### src/rtl/timer_multi.sv
// timer_multi: prescaled up-counter with compare match (periodic or one-shot), overflow and done status.
// Define TIMER_MULTI_CAPTURE_EN to add the cap_in/cap_out capture register.
module timer_multi #(
    parameter int WIDTH = 16,
    parameter int PS_W  = 8
) (
    input  logic             clock,
    input  logic             reset,
    input  logic             t_en,
    input  logic             t_clear,
    input  logic             t_load,
    input  logic [WIDTH-1:0] load_val,
    input  logic [PS_W-1:0]  prescale,
    input  logic [WIDTH-1:0] compare,
    input  logic             mode,
`ifdef TIMER_MULTI_CAPTURE_EN
    input  logic             cap_in,
    output logic [WIDTH-1:0] cap_out,
`endif
    output logic [WIDTH-1:0] t_out,
    output logic             t_valid,
    output logic             t_match,
    output logic             t_ovf,
    output logic             t_done
);

    typedef enum logic [1:0] {
        IDLE = 2'd0,
        RUN  = 2'd1,
        DONE = 2'd2
    } state_t;

    localparam logic [WIDTH-1:0] COUNT_ONE = {{(WIDTH-1){1'b0}}, 1'b1};
    localparam logic [PS_W-1:0]  PCNT_ONE  = {{(PS_W-1){1'b0}}, 1'b1};

    state_t           r_state;
    state_t           w_stateNext;
    logic [WIDTH-1:0] r_count;
    logic [WIDTH-1:0] w_countNext;
    logic [PS_W-1:0]  r_pcnt;
    logic [PS_W-1:0]  w_pcntNext;
    logic             r_valid;
    logic             r_match;
    logic             r_ovf;
    logic             w_validNext;
    logic             w_matchNext;
    logic             w_ovfNext;
    logic             w_tick;
    logic             w_isMatch;
    logic             w_isMax;

    // >= keeps a mid-run decrease of prescale from stalling the divider
    assign w_tick    = (r_state == RUN) && (r_pcnt >= prescale);
    assign w_isMatch = (r_count == compare);
    assign w_isMax   = (r_count == {WIDTH{1'b1}});

    always_ff @(posedge clock or posedge reset) begin
        if (reset) begin
            r_state <= IDLE;
            r_count <= '0;
            r_pcnt  <= '0;
            r_valid <= 1'b0;
            r_match <= 1'b0;
            r_ovf   <= 1'b0;
        end else begin
            r_state <= w_stateNext;
            r_count <= w_countNext;
            r_pcnt  <= w_pcntNext;
            r_valid <= w_validNext;
            r_match <= w_matchNext;
            r_ovf   <= w_ovfNext;
        end
    end

    always_comb begin
        w_stateNext = r_state;
        w_countNext = r_count;
        w_pcntNext  = r_pcnt;
        w_validNext = 1'b0;
        w_matchNext = 1'b0;
        w_ovfNext   = 1'b0;
        if (t_clear) begin
            w_stateNext = IDLE;
            w_countNext = '0;
            w_pcntNext  = '0;
        end else if (t_load) begin
            w_stateNext = IDLE;
            w_countNext = load_val;
            w_pcntNext  = '0;
        end else begin
            case (r_state)
                IDLE: begin
                    if (t_en) begin
                        w_stateNext = RUN;
                    end
                end
                RUN: begin
                    if (!t_en) begin
                        w_stateNext = IDLE;
                    end
                    if (w_tick) begin
                        w_pcntNext  = '0;
                        w_validNext = 1'b1;
                        if (w_isMatch) begin
                            w_matchNext = 1'b1;
                            if (mode) begin
                                w_stateNext = DONE;
                            end else begin
                                w_countNext = '0;
                            end
                        end else if (w_isMax) begin
                            w_countNext = '0;
                            w_ovfNext   = 1'b1;
                        end else begin
                            w_countNext = r_count + COUNT_ONE;
                        end
                    end else begin
                        w_pcntNext = r_pcnt + PCNT_ONE;
                    end
                end
                DONE: begin
                    w_stateNext = DONE;
                end
                default: begin
                    w_stateNext = IDLE;
                end
            endcase
        end
    end

    assign t_out   = r_count;
    assign t_valid = r_valid;
    assign t_match = r_match;
    assign t_ovf   = r_ovf;
    assign t_done  = (r_state == DONE);

`ifdef TIMER_MULTI_CAPTURE_EN
    logic             r_capPrev;
    logic [WIDTH-1:0] r_cap;

    // Snapshot the count on a rising edge of cap_in
    always_ff @(posedge clock or posedge reset) begin
        if (reset) begin
            r_capPrev <= 1'b0;
            r_cap     <= '0;
        end else begin
            r_capPrev <= cap_in;
            if (t_clear) begin
                r_cap <= '0;
            end else if (cap_in && !r_capPrev) begin
                r_cap <= r_count;
            end
        end
    end

    assign cap_out = r_cap;
`endif

endmodule

### config.mk
export PLATFORM = sky130hd
export DESIGN_NAME = timer_multi
export DESIGN_NICKNAME = d
export VERILOG_FILES = /design/src/rtl/timer_multi.sv
export SDC_FILE = /design/constraint.sdc
export NUM_CORES = 1
export LEC_CHECK = 0
export BUFFER_PORTS_ARGS = -buffer_cell sky130_fd_sc_hd__buf_2
export CORE_MARGIN = 2
export CORE_UTILIZATION = 55
export CTS_BUF_LIST = sky130_fd_sc_hd__clkbuf_8
export DETAILED_ROUTE_END_ITERATION = 7
export GPL_TIMING_DRIVEN = 0
export PLACE_DENSITY = 0.84
export SYNTH_ARGS = -nofsm -noshare
export SYNTH_HDL_FRONTEND = slang
export SYNTH_SLANG_ARGS = --single-unit
export TNS_END_PERCENT = 100
### constraint.sdc
create_clock -name clock -period 4.5 [get_ports clock]
set_input_delay 0.9 -clock clock [delete_from_list [all_inputs] [get_ports clock]]
set_output_delay 0.9 -clock clock [all_outputs]
set_load 0.01 [all_outputs]
==> results_dict.tcl, run 1 <==
set metrics [dict create \
    synth_area_per_cell_um2 8.33 \
    gp_routability_congestion 0.881 \
    cts_max_level 2 \
    grt_max_degree 30 \
    min_from "r_state[1]" \
    hold_depth 1 \
    finalSetupViolations 0 \
    wl_mm 5.49 \
    critical_path_class "input port to flip-flop" \
    ys_seq_area_frac 0.349 \
    startpoint "prescale[2]" \
    area_delta_synth_final_pct 22.5 \
    hold_class "flip-flop to flip-flop" \
    cts_resized 0 \
    hold_buffers 0 \
    synth-edff-count 0 \
    synth_xor_area_frac 0.0841 \
    path_max_fanout 10 \
    drt_iter0_drc 267 \
    die_w_um 65.5 \
    insertion_delay_ns 0.29 \
    cp-start-kind "input port" \
    post_cts_buffers 0 \
    core-area_um2 3660 \
    drc 0 \
    pin_count 66 \
    num_vias 2185 \
    cts_tree "done" \
    timing.rr.start "r_pcnt[2]" \
    ys_seq_elements 29 \
    arrival_ns 2.97 \
    muxShareOfSynthArea 0 \
    nets 378 \
    yosys-top-cells-count "nand2_1 (33), nor2_1 (31), dfrtp_1 (29)" \
    cts_root_buf "clkbuf_8" \
    yosysTopAreaCellShare 0.349 \
    synthTopCellsByArea "dfrtp_1 (35%), xnor2_1 (7.6%), ha_1 (6.0%)" \
    finalMaxSlewViolations 0 \
    netlist_instances 250 \
    worstReg2RegEnd "t_out[13]" \
    tns_ns 0 \
    num_rows 22 \
    synth.largest_area_cell "dfrtp_1" \
    dr.pass1.iters 4 \
    grt_pass1_vias 1884 \
    slew-limit-headroom 0.244 \
    fmax_ghz 0.359 \
    powerDensity_nw_per_um2 228 \
    fin_ws_ns 1.71 \
    period_minus_slack_ns 2.79 \
    fin_crit_sh 0.620 \
    rsz0062_at_grt "no" \
    routedWlPerCell_um 14.8 \
    cts-buffers-inserted 5 \
    initial_core_util 0.569 \
    irDropWorstVdd_uv 186 \
    synthAdderAreaFrac 0.0601 \
    async_flop_share 1.00 \
    end_kind "flip-flop" \
    hold-path-endpoint "r_state[0]" \
    netlist_area_um2 2080 \
    grt_usage 0.274 \
    leakagePower_uw 0.00116 \
    io_buffers 65 \
    finalHoldViolations 0 \
    yosysMostFrequentCell "nand2_1" \
    num_antenna_cells 0 \
    clockBufferDepth 2 \
    routed_via_density 5.89 \
    grt_pass1_wl_mm 8.85 \
    clock-sinks 29 \
    synth_warnings 0 \
    ant_nets 0 \
    syn_nets 306 \
    cp.required_ns 4.68 \
    worstMarginPinSlew_ns 1.13 \
    drive_above_1_share 0.263 \
    fin_skew_ns 0.00445 \
    synth_top_family_by_area "simple AND/OR/NAND/NOR gates" \
    rrSetupSlack_ns 1.97 \
    maxCapViolations 0 \
    yosys.area_share.simple 0.257 \
    yosysUniqueCellTypes 43 \
    pre_cts_slack_ns 1.46 \
    fp.dieArea_um2 4290 \
    status "completed" \
    clk_pin_slew_ns 0.07 \
    ys.flop_type "dfrtp_1" \
    dieHeight_um 65.5 \
    synth-compound-area-share 0.204 \
    rr_worst_depth 9 \
    overflow 0 \
    hpwl_mm 4.00 \
    antenna_found_initial 0 \
]
[routing by layer]
layer / part of all wire / global-route usage / up-vias
met5: 0 / 0 / -
met4: 0.021 / 0.122 / 0
met3: 0.097 / 0.0531 / 11
met2: 0.45 / 0.408 / 115
met1: 0.43 / 0.385 / 1018
li1: - / - / 1041
[state kept, by name, summed over array words and instances, names as in the netlist]
name,count
r_pcnt,8
t_match,1
t_out,16
t_valid,1
r_state,2
t_ovf,1
[power by group]
group / internal [uW] / switching, uW
logic: 41.1 / 48.0
clock network: 105 / 109
registers: 267 / 12.0
[worst max-delay path by stage]
| stage | end | slack, ns | cells past startpoint |
|---|---|---|---|
| after detailed placement | t_out[13] | 1.46 | 11 |
| after global routing | t_out[7] | 1.46 | 11 |
| after CTS | t_out[13] | 1.75 | 11 |
| after global placement | t_out[7] | 1.46 | 11 |
| final | t_out[13] | 1.71 | 11 |
| after floorplan | t_out[10] | 1.94 | 10 |
[critical path, cell delays in order]
cell,delay [ns]
buf_2,0.07
inv_1,0.03
ha_1,0.28
nand2_1,0.05
o21ai_0,0.21
a41oi_1,0.24
nand2b_1,0.30
a21oi_1,0.23
buf_2,0.26
o21ai_0,0.13
a32o_1,0.27
[area by class of cell]
type / count / area (um2)
Tap cell: 48 / 60.1
Timing Repair Buffer: 65 / 325
Buffer: 8 / 46.3
Sequential cell: 29 / 726
Clock inverter: 3 / 13.8
Multi-Input combinational cell: 200 / 1260
Fill cell: 320 / 1110
Inverter: 13 / 48.8
Clock buffer: 5 / 68.8
[through the flow]
step	cell area [um2]	cells	util	hold WS (ns)	total power, uW
global placement	2470	363	0.674	0.457	370
global route	2550	371	0.697	0.517	608
CTS	2550	371	0.697	0.481	581
finish	2550	371	0.697	0.478	582
floorplan	2080	250	-	0.440	331
detailed placement	2470	363	0.674	0.467	373
[cells in the final DEF (no fill, tap or decap), types with 2 or more instances in the layout]
master    instances
nand3b_1          2
nor3_1            5
clkinv_2          2
nor4_1            3
o21ai_1           2
clkbuf_8          5
a211oi_1          2
o31ai_2           2
o22ai_1           3
inv_1            14
or4_1             2
nor4b_1           2
nand4_1           6
o211ai_1          2
buf_6             2
and3_1            2
buf_2            66
nand2_1          33
xor2_1            2
ha_1             10
dfrtp_1          29
nor2_1           31
a21oi_1          10
o21ai_0          23
xnor2_1          18
nor2b_1           4
clkbuf_1          5
a32o_1           10
nand2b_1          2
nand3_1           9
[kinds of logic after synthesis]
kind of cell | count (synthesis)
compound gates | 62
flops | 29
buf+inv | 21
fa+ha+maj | 10
simple gates | 108
xor+xnor | 20
(Power assumes the default switching activity.)
==> run 2: changes to the inputs <==
--- a/config.mk
+++ b/config.mk
@@ -7,11 +7,11 @@
 export LEC_CHECK = 0
 export BUFFER_PORTS_ARGS = -buffer_cell sky130_fd_sc_hd__buf_2
 export CORE_MARGIN = 2
-export CORE_UTILIZATION = 55
+export CORE_UTILIZATION = 53
 export CTS_BUF_LIST = sky130_fd_sc_hd__clkbuf_8
 export DETAILED_ROUTE_END_ITERATION = 7
 export GPL_TIMING_DRIVEN = 0
-export PLACE_DENSITY = 0.84
+export PLACE_DENSITY = 0.82
 export SYNTH_ARGS = -nofsm -noshare
 export SYNTH_HDL_FRONTEND = slang
 export SYNTH_SLANG_ARGS = --single-unit
==> constraint.sdc (replaced) <==
create_clock -name clock -period 2.8 [get_ports clock]
set_input_delay 0.56 -clock clock [delete_from_list [all_inputs] [get_ports clock]]
set_output_delay 0.56 -clock clock [all_outputs]
set_load 0.01 [all_outputs]
==> results_dict.tcl, run 2 (synthesis results as in run 1) <==
set metrics [dict create \
    status "completed" \
    largest_reg_flops 16 \
    power_switching_uw 258 \
    cts_root_buf "clkbuf_8" \
    combPwrFrac 0.148 \
    nets 378 \
    placed_area_um2 2470 \
    insertion_delay_ns 0.28 \
    end_kind "flip-flop" \
    cts_max_level 2 \
    fmax_ghz 0.386 \
    grt_usage 0.265 \
    finalSetupViolations 0 \
    hold_buffers 0 \
    grt_pass1_wl_mm 8.87 \
    powerDensity_nw_per_um2 380 \
    seqPwrFrac 0.461 \
    slew-limit-headroom 0.251 \
    grt_max_degree 30 \
    final_cell_mix "buf_2 (66), nand2_1 (33), nor2_1 (31), dfrtp_1 (29), o21ai_0 (23)" \
    routed_via_density 5.89 \
    post_cts_buffers 0 \
    cts-buffers-inserted 5 \
    clockBufferDepth 2 \
    fin_skew_ns 0.00218 \
    period_minus_slack_ns 2.59 \
    rsz0062_at_grt "no" \
    core-area_um2 3720 \
    overflow 0 \
    critical_path_class "flip-flop to flip-flop" \
    num_antenna_cells 0 \
    design_area_um2 2570 \
    routedWlPerCell_um 15.2 \
    min_from "r_state[1]" \
    intPower_uw 717 \
    drt_iter0_drc 247 \
    clock-sinks 29 \
    startpoint "r_pcnt[2]" \
    num_vias 2186 \
    gp_routability_congestion 0.913 \
    path_max_fanout 10 \
    area_delta_synth_final_pct 23.4 \
    num_rows 22 \
    die_w_um 66.7 \
    maxCapViolations 0 \
    antenna_found_initial 0 \
    grt_pass1_vias 1896 \
    finalMaxSlewViolations 0 \
    hpwl_mm 4.10 \
    fin_crit_sh 0.925 \
    drive_above_1_share 0.266 \
    pwr-share-clk 0.392 \
    drc 0 \
    irDropWorstVdd_uv 380 \
    timing.rr.start "r_pcnt[2]" \
    pin_count 66 \
    tns_ns 0 \
    cts_tree "done" \
    cts_resized 0 \
    clk_pin_slew_ns 0.06 \
    fp.dieArea_um2 4450 \
    layout_commonest_cell "buf_2" \
    cp-start-kind "flip-flop" \
    hold_class "flip-flop to flip-flop" \
    io_buffers 65 \
    cp.required_ns 2.97 \
    wl_mm 5.65 \
    dieHeight_um 66.7 \
    dr.pass1.iters 5 \
    swShare 0.265 \
    finalHoldViolations 0 \
    initial_core_util 0.560 \
    worstMarginPinSlew_ns 1.12 \
    arrival_ns 2.76 \
    leakagePower_uw 0.00117 \
    ant_nets 0 \
]
-- run 2: stage by stage --
stage	hold slack, ns	worst slack [ns]	util	instances	total power, uW
CTS	0.482	0.246	0.691	371	972
global route	0.506	0.0637	0.691	371	1010
global placement	0.460	0.0878	0.664	363	596
finish	0.482	0.211	0.691	371	975
floorplan	0.440	0.583	-	250	531
detailed placement	0.477	0.0612	0.664	363	599
-- run 2: cell type report --
type / count / area (um2)
repair buffers: 65 / 325
fillers: 338 / 1150
well taps: 48 / 60.1
multi-input cells: 200 / 1260
plain buffers: 8 / 46.3
flip-flops and latches: 29 / 726
clock inverters: 1 / 5.00
clock buffers: 7 / 96.3
inverters: 13 / 48.8
-- run 2: power groups by stage --
stage          clock network (uW)  logic [uW]  registers, uW
2_1_floorplan                   0        75.1            456
3_3_place_gp                    0         140            456
3_5_place_dp                    0         143            456
4_1_cts                       380         144            448
5_1_grt                       403         161            450
6_report                      382         144            449
-- run 2: metal layers --
layer | share of wire | vias to the layer above | global-route usage
met3 | 0.078 | 5 | 0.0439
met1 | 0.45 | 1023 | 0.375
met4 | 0.011 | 0 | 0.0918
li1 | - | 1051 | -
met2 | 0.46 | 107 | 0.409
met5 | 0 | - | 0
-- run 2: worst paths after layout --
check | endpoint | slack, ns | cells after the start
setup / recovery | t_out[6] | 0.21 | 9
hold / removal | r_state[0] | 0.48 | 1
setup reg to reg | t_out[6] | 0.21 | 9
hold reg to reg | r_state[0] | 0.48 | 1
max in group asynchronous | t_out[10] | 1.57 | 2
min in group asynchronous | r_pcnt[5] | 0.56 | 2
-- run 2: worst max-delay path: stages, from the launching register on --
cell      delay [ns]
dfrtp_1         0.43
ha_1            0.31
nand2_1         0.05
o21ai_0         0.20
a41oi_1         0.25
nand2b_1        0.31
a21oi_1         0.22
buf_2           0.26
o21ai_0         0.15
a32o_1          0.29
